## src/rtl/shifter_pkg.sv

```systemverilog
// Shared types, defaults and helpers for the pipelined barrel shifter.
package shifter_pkg;

   localparam int unsigned DEFAULT_WIDTH   = 64;
   localparam int unsigned DEFAULT_SHAMT_W = 6;

   // Operation encoding as seen on in_op.
   typedef enum logic [1:0] {
      SHIFT_SLL = 2'b00,
      SHIFT_SRL = 2'b01,
      SHIFT_SRA = 2'b10,
      SHIFT_ROR = 2'b11
   } shift_op_e;

   // What a right-shift layer puts into the vacated upper bits.
   typedef enum logic [1:0] {
      FILL_ZERO = 2'b00,
      FILL_SIGN = 2'b01,
      FILL_ROT  = 2'b10
   } fill_e;

   // Number of register stages: ceil(shamt_w / pipe_every).
   function automatic int unsigned calc_nstg(input int unsigned shamt_w,
                                             input int unsigned pipe_every);
      return (shamt_w + pipe_every - 1) / pipe_every;
   endfunction

   // SLL runs as a zero-fill right shift on bit-reversed data.
   function automatic fill_e fill_of(input shift_op_e op);
      case (op)
         SHIFT_SRA: return FILL_SIGN;
         SHIFT_ROR: return FILL_ROT;
         default:   return FILL_ZERO;
      endcase
   endfunction

endpackage

```

## src/rtl/pipelined_barrel_shifter_layer.sv

```systemverilog
// One mux column: optionally shifts right by DIST with the selected fill.
module shift_layer
   import shifter_pkg::*;
#(
   parameter int unsigned WIDTH = 64,
   parameter int unsigned DIST  = 1
) (
   input  logic [WIDTH-1:0] din,
   input  logic             sel,
   input  fill_e            fill,
   input  logic             sign,
   output logic [WIDTH-1:0] dout
);

   logic [WIDTH-1:0] shifted;

   // Right shift by DIST, then overwrite the vacated bits per fill mode.
   always_comb begin
      shifted = din >> DIST;
      case (fill)
         FILL_SIGN: shifted[WIDTH-1 -: DIST] = {DIST{sign}};
         FILL_ROT:  shifted[WIDTH-1 -: DIST] = din[DIST-1:0];
         default:   ;
      endcase
      dout = sel ? shifted : din;
   end

endmodule

```

## src/rtl/pipelined_barrel_shifter.sv

```systemverilog
// Pipelined barrel shifter: SLL/SRL/SRA/ROR over SHAMT_W mux layers,
// registered every PIPE_EVERY layers behind a valid/ready handshake.
// Optional macro SHIFTER_WORD_OP_EN adds in_word (RV64 *W ops, WIDTH=64 only).
module pipelined_barrel_shifter
   import shifter_pkg::*;
#(
   parameter int unsigned WIDTH      = DEFAULT_WIDTH,
   parameter int unsigned SHAMT_W    = $clog2(WIDTH),
   parameter int unsigned PIPE_EVERY = 2,
   parameter int unsigned TAG_W      = 4
) (
   input  logic               clk,
   input  logic               rst_n,
   input  logic               in_valid,
   output logic               in_ready,
   input  logic [WIDTH-1:0]   in_data,
   input  logic [SHAMT_W-1:0] in_shamt,
   input  logic [1:0]         in_op,
   input  logic [TAG_W-1:0]   in_tag,
`ifdef SHIFTER_WORD_OP_EN
   input  logic               in_word,
`endif
   output logic               out_valid,
   input  logic               out_ready,
   output logic [WIDTH-1:0]   out_data,
   output logic [TAG_W-1:0]   out_tag
);

   localparam int unsigned NSTG = calc_nstg(SHAMT_W, PIPE_EVERY);
   localparam int unsigned LAST = NSTG - 1;

   // Elaboration-time parameter checks.
   if (WIDTH < 8 || (WIDTH & (WIDTH - 1)) != 0) begin : g_bad_width
      $error("pipelined_barrel_shifter: WIDTH must be a power of two >= 8");
   end
   if (SHAMT_W != $clog2(WIDTH)) begin : g_bad_shamt
      $error("pipelined_barrel_shifter: SHAMT_W must equal clog2(WIDTH)");
   end
   if (PIPE_EVERY < 1 || PIPE_EVERY > SHAMT_W) begin : g_bad_pipe
      $error("pipelined_barrel_shifter: PIPE_EVERY must be in 1..SHAMT_W");
   end
   if (TAG_W < 1) begin : g_bad_tag
      $error("pipelined_barrel_shifter: TAG_W must be at least 1");
   end
`ifdef SHIFTER_WORD_OP_EN
   if (WIDTH != 64) begin : g_bad_word
      $error("pipelined_barrel_shifter: word ops require WIDTH == 64");
   end
`endif

   function automatic logic [WIDTH-1:0] bitrev(input logic [WIDTH-1:0] x);
      logic [WIDTH-1:0] r;
      for (int i = 0; i < int'(WIDTH); i++) r[i] = x[WIDTH-1-i];
      return r;
   endfunction

   logic [NSTG-1:0]    vld_q;
   logic [NSTG-1:0]    adv;
   logic [NSTG-1:0]    ld;
   logic               hole;
   logic               in_fire;

   logic [WIDTH-1:0]   pre_data;
   logic [SHAMT_W-1:0] pre_shamt;
   shift_op_e          pre_op;
   logic               pre_sign;
`ifdef SHIFTER_WORD_OP_EN
   logic               pre_word;
`endif

   // Operand conditioning: reverse for SLL; narrow to 32 bits for word ops.
   always_comb begin
      pre_op    = shift_op_e'(in_op);
      pre_data  = (pre_op == SHIFT_SLL) ? bitrev(in_data) : in_data;
      pre_sign  = in_data[WIDTH-1];
      pre_shamt = in_shamt;
`ifdef SHIFTER_WORD_OP_EN
      pre_word  = in_word;
      if (in_word) begin
         case (pre_op)
            SHIFT_SLL: pre_data = bitrev({32'd0, in_data[31:0]});
            SHIFT_SRA: pre_data = {{32{in_data[31]}}, in_data[31:0]};
            SHIFT_ROR: pre_data = {in_data[31:0], in_data[31:0]};
            default:   pre_data = {32'd0, in_data[31:0]};
         endcase
         pre_sign  = in_data[31];
         pre_shamt = {1'b0, in_shamt[4:0]};
      end
`endif
   end

   // Stage s moves on when full and some stage ahead is empty or the sink is ready.
   always_comb begin
      hole = out_ready;
      adv  = '0;
      for (int s = int'(LAST); s >= 0; s--) begin
         adv[s] = vld_q[s] && hole;
         hole   = hole || !vld_q[s];
      end
      in_ready = hole;
   end

   assign in_fire = in_valid && in_ready;

   // Stage load strobes: stage 0 from the input, others from the stage behind.
   always_comb begin
      ld    = '0;
      ld[0] = in_fire;
      for (int s = 1; s < int'(NSTG); s++) ld[s] = adv[s-1];
   end

   // Valid bits: set on load, cleared when the occupant leaves without a refill.
   always_ff @(posedge clk or negedge rst_n) begin
      if (!rst_n) begin
         vld_q <= '0;
      end else begin
         for (int s = 0; s < int'(NSTG); s++) begin
            if (ld[s])       vld_q[s] <= 1'b1;
            else if (adv[s]) vld_q[s] <= 1'b0;
         end
      end
   end

   for (genvar g = 0; g < int'(NSTG); g++) begin : g_stg
      localparam int unsigned REM_W = SHAMT_W - g * PIPE_EVERY;

      logic [WIDTH-1:0] stg_in;
      logic [WIDTH-1:0] stg_res;
      logic [REM_W-1:0] rem;
      shift_op_e        stg_op;
      logic             stg_sgn;
      logic [TAG_W-1:0] stg_tag;
      logic [WIDTH-1:0] dat_q;
      logic [TAG_W-1:0] tag_q;
`ifdef SHIFTER_WORD_OP_EN
      logic             stg_word;
`endif

      if (g == 0) begin : g_src_in
         assign stg_in  = pre_data;
         assign rem     = pre_shamt;
         assign stg_op  = pre_op;
         assign stg_sgn = pre_sign;
         assign stg_tag = in_tag;
`ifdef SHIFTER_WORD_OP_EN
         assign stg_word = pre_word;
`endif
      end else begin : g_src_reg
         assign stg_in  = g_stg[g-1].dat_q;
         assign rem     = g_stg[g-1].g_ctl.rem_q;
         assign stg_op  = g_stg[g-1].g_ctl.op_q;
         assign stg_sgn = g_stg[g-1].g_ctl.sgn_q;
         assign stg_tag = g_stg[g-1].tag_q;
`ifdef SHIFTER_WORD_OP_EN
         assign stg_word = g_stg[g-1].g_ctl.word_q;
`endif
      end

      for (genvar j = 0; j < int'(PIPE_EVERY); j++) begin : g_lay
         localparam int unsigned K = g * PIPE_EVERY + j;
         logic [WIDTH-1:0] d;
         logic [WIDTH-1:0] q;

         if (j == 0) begin : g_first
            assign d = stg_in;
         end else begin : g_next
            assign d = g_lay[j-1].q;
         end

         if (j < int'(REM_W)) begin : g_mux
            shift_layer #(
               .WIDTH (WIDTH),
               .DIST  (32'd1 << K)
            ) u_layer (
               .din  (d),
               .sel  (rem[j]),
               .fill (fill_of(stg_op)),
               .sign (stg_sgn),
               .dout (q)
            );
         end else begin : g_pass
            assign q = d;
         end
      end

      if (g == int'(LAST)) begin : g_post
         // Undo the SLL reversal; word results sign-extend from bit 31.
         always_comb begin
            stg_res = g_lay[PIPE_EVERY-1].q;
            if (stg_op == SHIFT_SLL) stg_res = bitrev(stg_res);
`ifdef SHIFTER_WORD_OP_EN
            if (stg_word) stg_res = {{(WIDTH-32){stg_res[31]}}, stg_res[31:0]};
`endif
         end
      end else begin : g_mid
         assign stg_res = g_lay[PIPE_EVERY-1].q;

         logic [REM_W-PIPE_EVERY-1:0] rem_q;
         shift_op_e                   op_q;
         logic                        sgn_q;
`ifdef SHIFTER_WORD_OP_EN
         logic                        word_q;
`endif
      end

      // Payload register; holds while the stage is stalled.
      always_ff @(posedge clk or negedge rst_n) begin
         if (!rst_n) begin
            dat_q <= '0;
            tag_q <= '0;
         end else if (ld[g]) begin
            dat_q <= stg_res;
            tag_q <= stg_tag;
         end
      end

      if (g != int'(LAST)) begin : g_ctl
         logic [REM_W-PIPE_EVERY-1:0] rem_q;
         shift_op_e                   op_q;
         logic                        sgn_q;
`ifdef SHIFTER_WORD_OP_EN
         logic                        word_q;
`endif

         // Control for the layers still ahead: unused shamt bits, op, sign.
         always_ff @(posedge clk or negedge rst_n) begin
            if (!rst_n) begin
               rem_q  <= '0;
               op_q   <= SHIFT_SLL;
               sgn_q  <= 1'b0;
`ifdef SHIFTER_WORD_OP_EN
               word_q <= 1'b0;
`endif
            end else if (ld[g]) begin
               rem_q  <= rem[REM_W-1:PIPE_EVERY];
               op_q   <= stg_op;
               sgn_q  <= stg_sgn;
`ifdef SHIFTER_WORD_OP_EN
               word_q <= stg_word;
`endif
            end
         end
      end
   end

   assign out_valid = vld_q[LAST];
   assign out_data  = g_stg[LAST].dat_q;
   assign out_tag   = g_stg[LAST].tag_q;

endmodule

```

## config.mk

```make
export PLATFORM = sky130hd
export DESIGN_NAME = pipelined_barrel_shifter
export DESIGN_NICKNAME = d
export VERILOG_FILES = /design/src/rtl/shifter_pkg.sv /design/src/rtl/pipelined_barrel_shifter_layer.sv /design/src/rtl/pipelined_barrel_shifter.sv
export SDC_FILE = /design/constraint.sdc
export NUM_CORES = 1
export LEC_CHECK = 0
export CORE_MARGIN = 8
export CORE_UTILIZATION = 36
export DETAILED_ROUTE_END_ITERATION = 7
export HOLD_SLACK_MARGIN = 0.05
export PLACE_DENSITY = 0.62
export SLEW_MARGIN = 30
export SYNTH_ARGS = -nofsm -noshare
export SYNTH_HDL_FRONTEND = slang
export SYNTH_SLANG_ARGS = --single-unit
```

## constraint.sdc

```tcl
create_clock -name clk -period 1.5 [get_ports clk]
set_input_delay 0.15 -clock clk [delete_from_list [all_inputs] [get_ports clk]]
set_output_delay 0.15 -clock clk [all_outputs]
set_load 0.01 [all_outputs]
```

==> key figures <==
Die
  – Y dimension of the die: 212 um
  – Die Outline Area: 45000 um^2
  – Core outline area: 38300 um^2
  – Width of the die: 212 um
  – I/O pin total: 150
  – Effective utilization at floorplan: 0.362
  – Number of rows in the core area: 72

Timing
  – Setup repair after global routing missed its margin: yes
  – Fin. Hold Viols: 0
  – Number of setup violations in the final report: 153
  – Maximum clock frequency: 587 MHz
  – Slew at the pin with the worst max-slew slack: 0.864 ns
  – Worst clock skew: 0.00951 ns
  – Post-route clock period utilization: 1.14
  – Final critical path time including I/O delays and setup: 1.70 ns
  – Worst-case headroom to the max-slew limit: 0.422
  – Fin worst setup slack: -0.204 ns
  – Hold WS: 0.0794 ns
  – Final-report max-slew violation count: 0

Synth
  – Cell area after synthesis: 13900 um^2
  – Number of warnings reported in the yosys synthesis log: 0
  – Leading cell types by count after synthesis: nand2_1 (221), dfrtp_1 (219), mux2i_1 (169), o21ai_0 (150), mux2_2 (81)
  – Most common cell in the netlist: nand2_1
  – Async set-reset flop share out of synthesis: 1.00
  – Sequential area share after synthesis: 0.396
  – Distinct cells, synth: 44
  – Avg Inst Size Synth: 10.1 um^2
  – Top FF cell, synth: dfrtp_1
  – Post-synthesis cell type with the largest combined area: dfrtp_1
  – Leading cell types by total area after synthesis: dfrtp_1 (40%), mux2i_1 (12%), mux4_2 (12%), mux2_2 (6.6%), nand2_1 (6.0%)
  – Area share of the largest cell type after synthesis: 0.396
  – Post-synthesis cell count: 1378
  – Number of nets produced by synthesis: 1458
  – Seq cells post-synth: 219
  – Post-synth EDFFs: 0

Global routing
  – Global-route wire length before repair: 70.7 mm
  – Number of antenna violations at the first check in global routing: 0
  – Global-route usage over all layers: 0.196
  – Pin count of the biggest net entering global routing: 55
  – Vias in the first global route: 12100
  – Aggregate global routing overflow: 0

Drt
  – Count of unresolved DRC violations after routing: 0
  – WL/cell: 21.6 um
  – Vias post-DR: 12400
  – Number of search-and-repair iterations in the first detailed-routing pass: 4
  – Initial detailed-routing violation count: 927
  – Total routed wirelength: 47.6 mm
  – Number of vias per cell after detailed routing: 5.61
  – Count of nets left with antenna violations after detail routing: 0

Worst setup path
  – Start point of the critical path: g_stg[0].g_ctl.rem_q[0]
  – R2R Setup Slk: -0.20 ns
  – Data arrival time of the worst path: 2.12 ns
  – Required @ worst endpoint: 1.91 ns
  – Reg-to-reg startpoint: g_stg[0].g_ctl.rem_q[0]
  – Destination of the worst register-to-register timing path: g_stg[1].dat_q[25]
  – CP endpoint: g_stg[1].dat_q[25]
  – Crit Path Max Fanout: 9
  – R2R cell count: 5
  – Kind of start point of the critical path: flip-flop
  – Worst setup path category: flip-flop to flip-flop
  – Endpoint type of the worst setup path: flip-flop

Power
  – Tot Pwr: 30.7 mW
  – Power density cells: 1490 nW/um^2
  – Leakage power total: 8.81 nW
  – Largest vdd supply drop: 0.000874 V

Finish
  – Final net count: 1749
  – Cell area after layout: 20700 um^2
  – Fraction of layout instances using a drive strength above 1: 0.407
  – Number of standard cells in the layout, taps in and fillers out: 2205
  – Area growth from synthesis to final layout: 49.1%
  – Antenna Cells: 0
  – Number of fill cells: 3298

CTS
  – H-tree depth: 1
  – Root buf cell: clkbuf_16
  – Max Root-Sink Buffers: 3
  – Clock sink count: 219
  – CTS tree: done
  – Total clock buffers created by CTS: 24
  – Clock latency reported for the late side of the worst-skew pair: 0.52 ns
  – Clock-pin slew of the registers on the worst-case setup and hold paths: 0.06 ns

Placed design
  – Placement-stage cell area: 17300 um^2
  – Cell count after placement: 2112
  – Count of input and output buffers: 149
  – Total half-perimeter wirelength after legalization and detailed placement: 34.1 mm
  – Global placement routability congestion: 0.901

Worst hold path
  – Worst Hold Class: primary input to flip-flop

Run
  – Number of max-cap violations: 0

Outcome
  – Status: complete, but fails checks
  – Violated checks: negative setup slack
cells in the final DEF (no fill, tap or decap), types with 29 or more instances in the layout:
master,count
dlygate4sd2_1,68
mux2i_1,117
buf_6,36
o21ai_1,93
mux2i_4,29
nor2_1,56
clkbuf_16,41
buf_12,38
dfrtp_1,213
mux4_2,75
buf_4,132
o21ai_0,32
nand2_1,158
a21oi_1,33
o21ai_2,32
nand2_2,41
mux2_4,38
mux2_2,43
o211ai_1,30
clkdlybuf4s50_1,75
power breakdown:
part / total, mW / internal [mW] / switching [mW]
registers: 9.82 / 7.77 / 2.05
logic: 14.7 / 7.50 / 7.21
clock network: 6.21 / 3.78 / 2.43
worst max-delay path: stages (launching register included):
cell	delay [ns]
dfrtp_2	0.51
clkbuf_16	0.23
mux2_4	0.32
nor2_1	0.15
a21oi_1	0.09
mux2_2	0.28
cell families (layout without fill, tap and decap cells):
| logic type | after synthesis | count (layout) | synth area share |
|---|---|---|---|
| muxes | 325 | 325 | 0.310 |
| DFF | 219 | 219 | 0.396 |
| and+or+nand+nor | 368 | 371 | 0.113 |
| xor gates and xnor gates | 1 | 1 | 0.000632 |
| AOI/OAI and AO/OA | 329 | 329 | 0.138 |
| buffers and inverters | 136 | 442 | 0.0429 |
registers in the layout (all words and copies together), names as in the netlist:
| register | count |
|---|---|
| g_stg.dat_q | 128 |
| out_data | 64 |
| g_stg.tag_q | 8 |
| g_stg.g_ctl.rem_q | 6 |
| g_stg.g_ctl.op_q | 4 |
| out_tag | 4 |
| vld_q | 3 |
| g_stg.g_ctl.sgn_q | 2 |
area by class of cell:
cell class	count	area [um^2]	area share
clock buffer	36	747	0.0362
sequential	219	5490	0.266
multi-input combinational	1026	9340	0.452
inverter	12	50.0	0.00242
clock inverter	8	100	0.00484
timing repair buffer	386	4280	0.207
tap	518	648	0.0314
stage by stage:
step	util	setup TNS, ns	setup WS [ns]
6_report	0.540	-13.40	-0.204
5_1_grt	0.540	-23.87	-0.246
4_1_cts	0.499	-7.62	-0.182
3_5_place_dp	0.452	-54.07	-0.572
3_3_place_gp	0.452	-50.45	-0.525
2_1_floorplan	-	-0.350	-0.0154
metal layers:
| metal | up-vias | wire length [um] | GRT usage |
|---|---|---|---|
| met5 | - | 0 | 0 |
| met4 | 0 | 1150 | 0.0427 |
| met3 | 75 | 2320 | 0.0259 |
| met2 | 373 | 22900 | 0.321 |
| met1 | 6214 | 21200 | 0.274 |
| li1 | 5701 | - | - |
worst min-delay path by stage:
stage / start / endpoint / slack (ns) / depth (start not counted)
global route: in_op[1] / g_stg[0].g_ctl.op_q[1] / 0.08 / 4
finish: in_op[1] / g_stg[0].g_ctl.op_q[1] / 0.08 / 4
CTS: in_tag[3] / g_stg[0].tag_q[3] / 0.14 / 3
global placement: rst_n / out_data[14] / 0.14 / 1
floorplan: rst_n / g_stg[0].dat_q[0] / -0.15 / 0
detailed placement: rst_n / out_data[14] / 0.15 / 1
timing repair:
action	CTS	global route
gates cloned	8	25
pin swaps	44	63
setup buffers	15	4
hold buffers	1	0
gates resized for setup	267	334
hold endpoints to repair	219	0
endpoints found under the setup margin	197	204
Note: power is estimated with default switching activity, not from simulation.
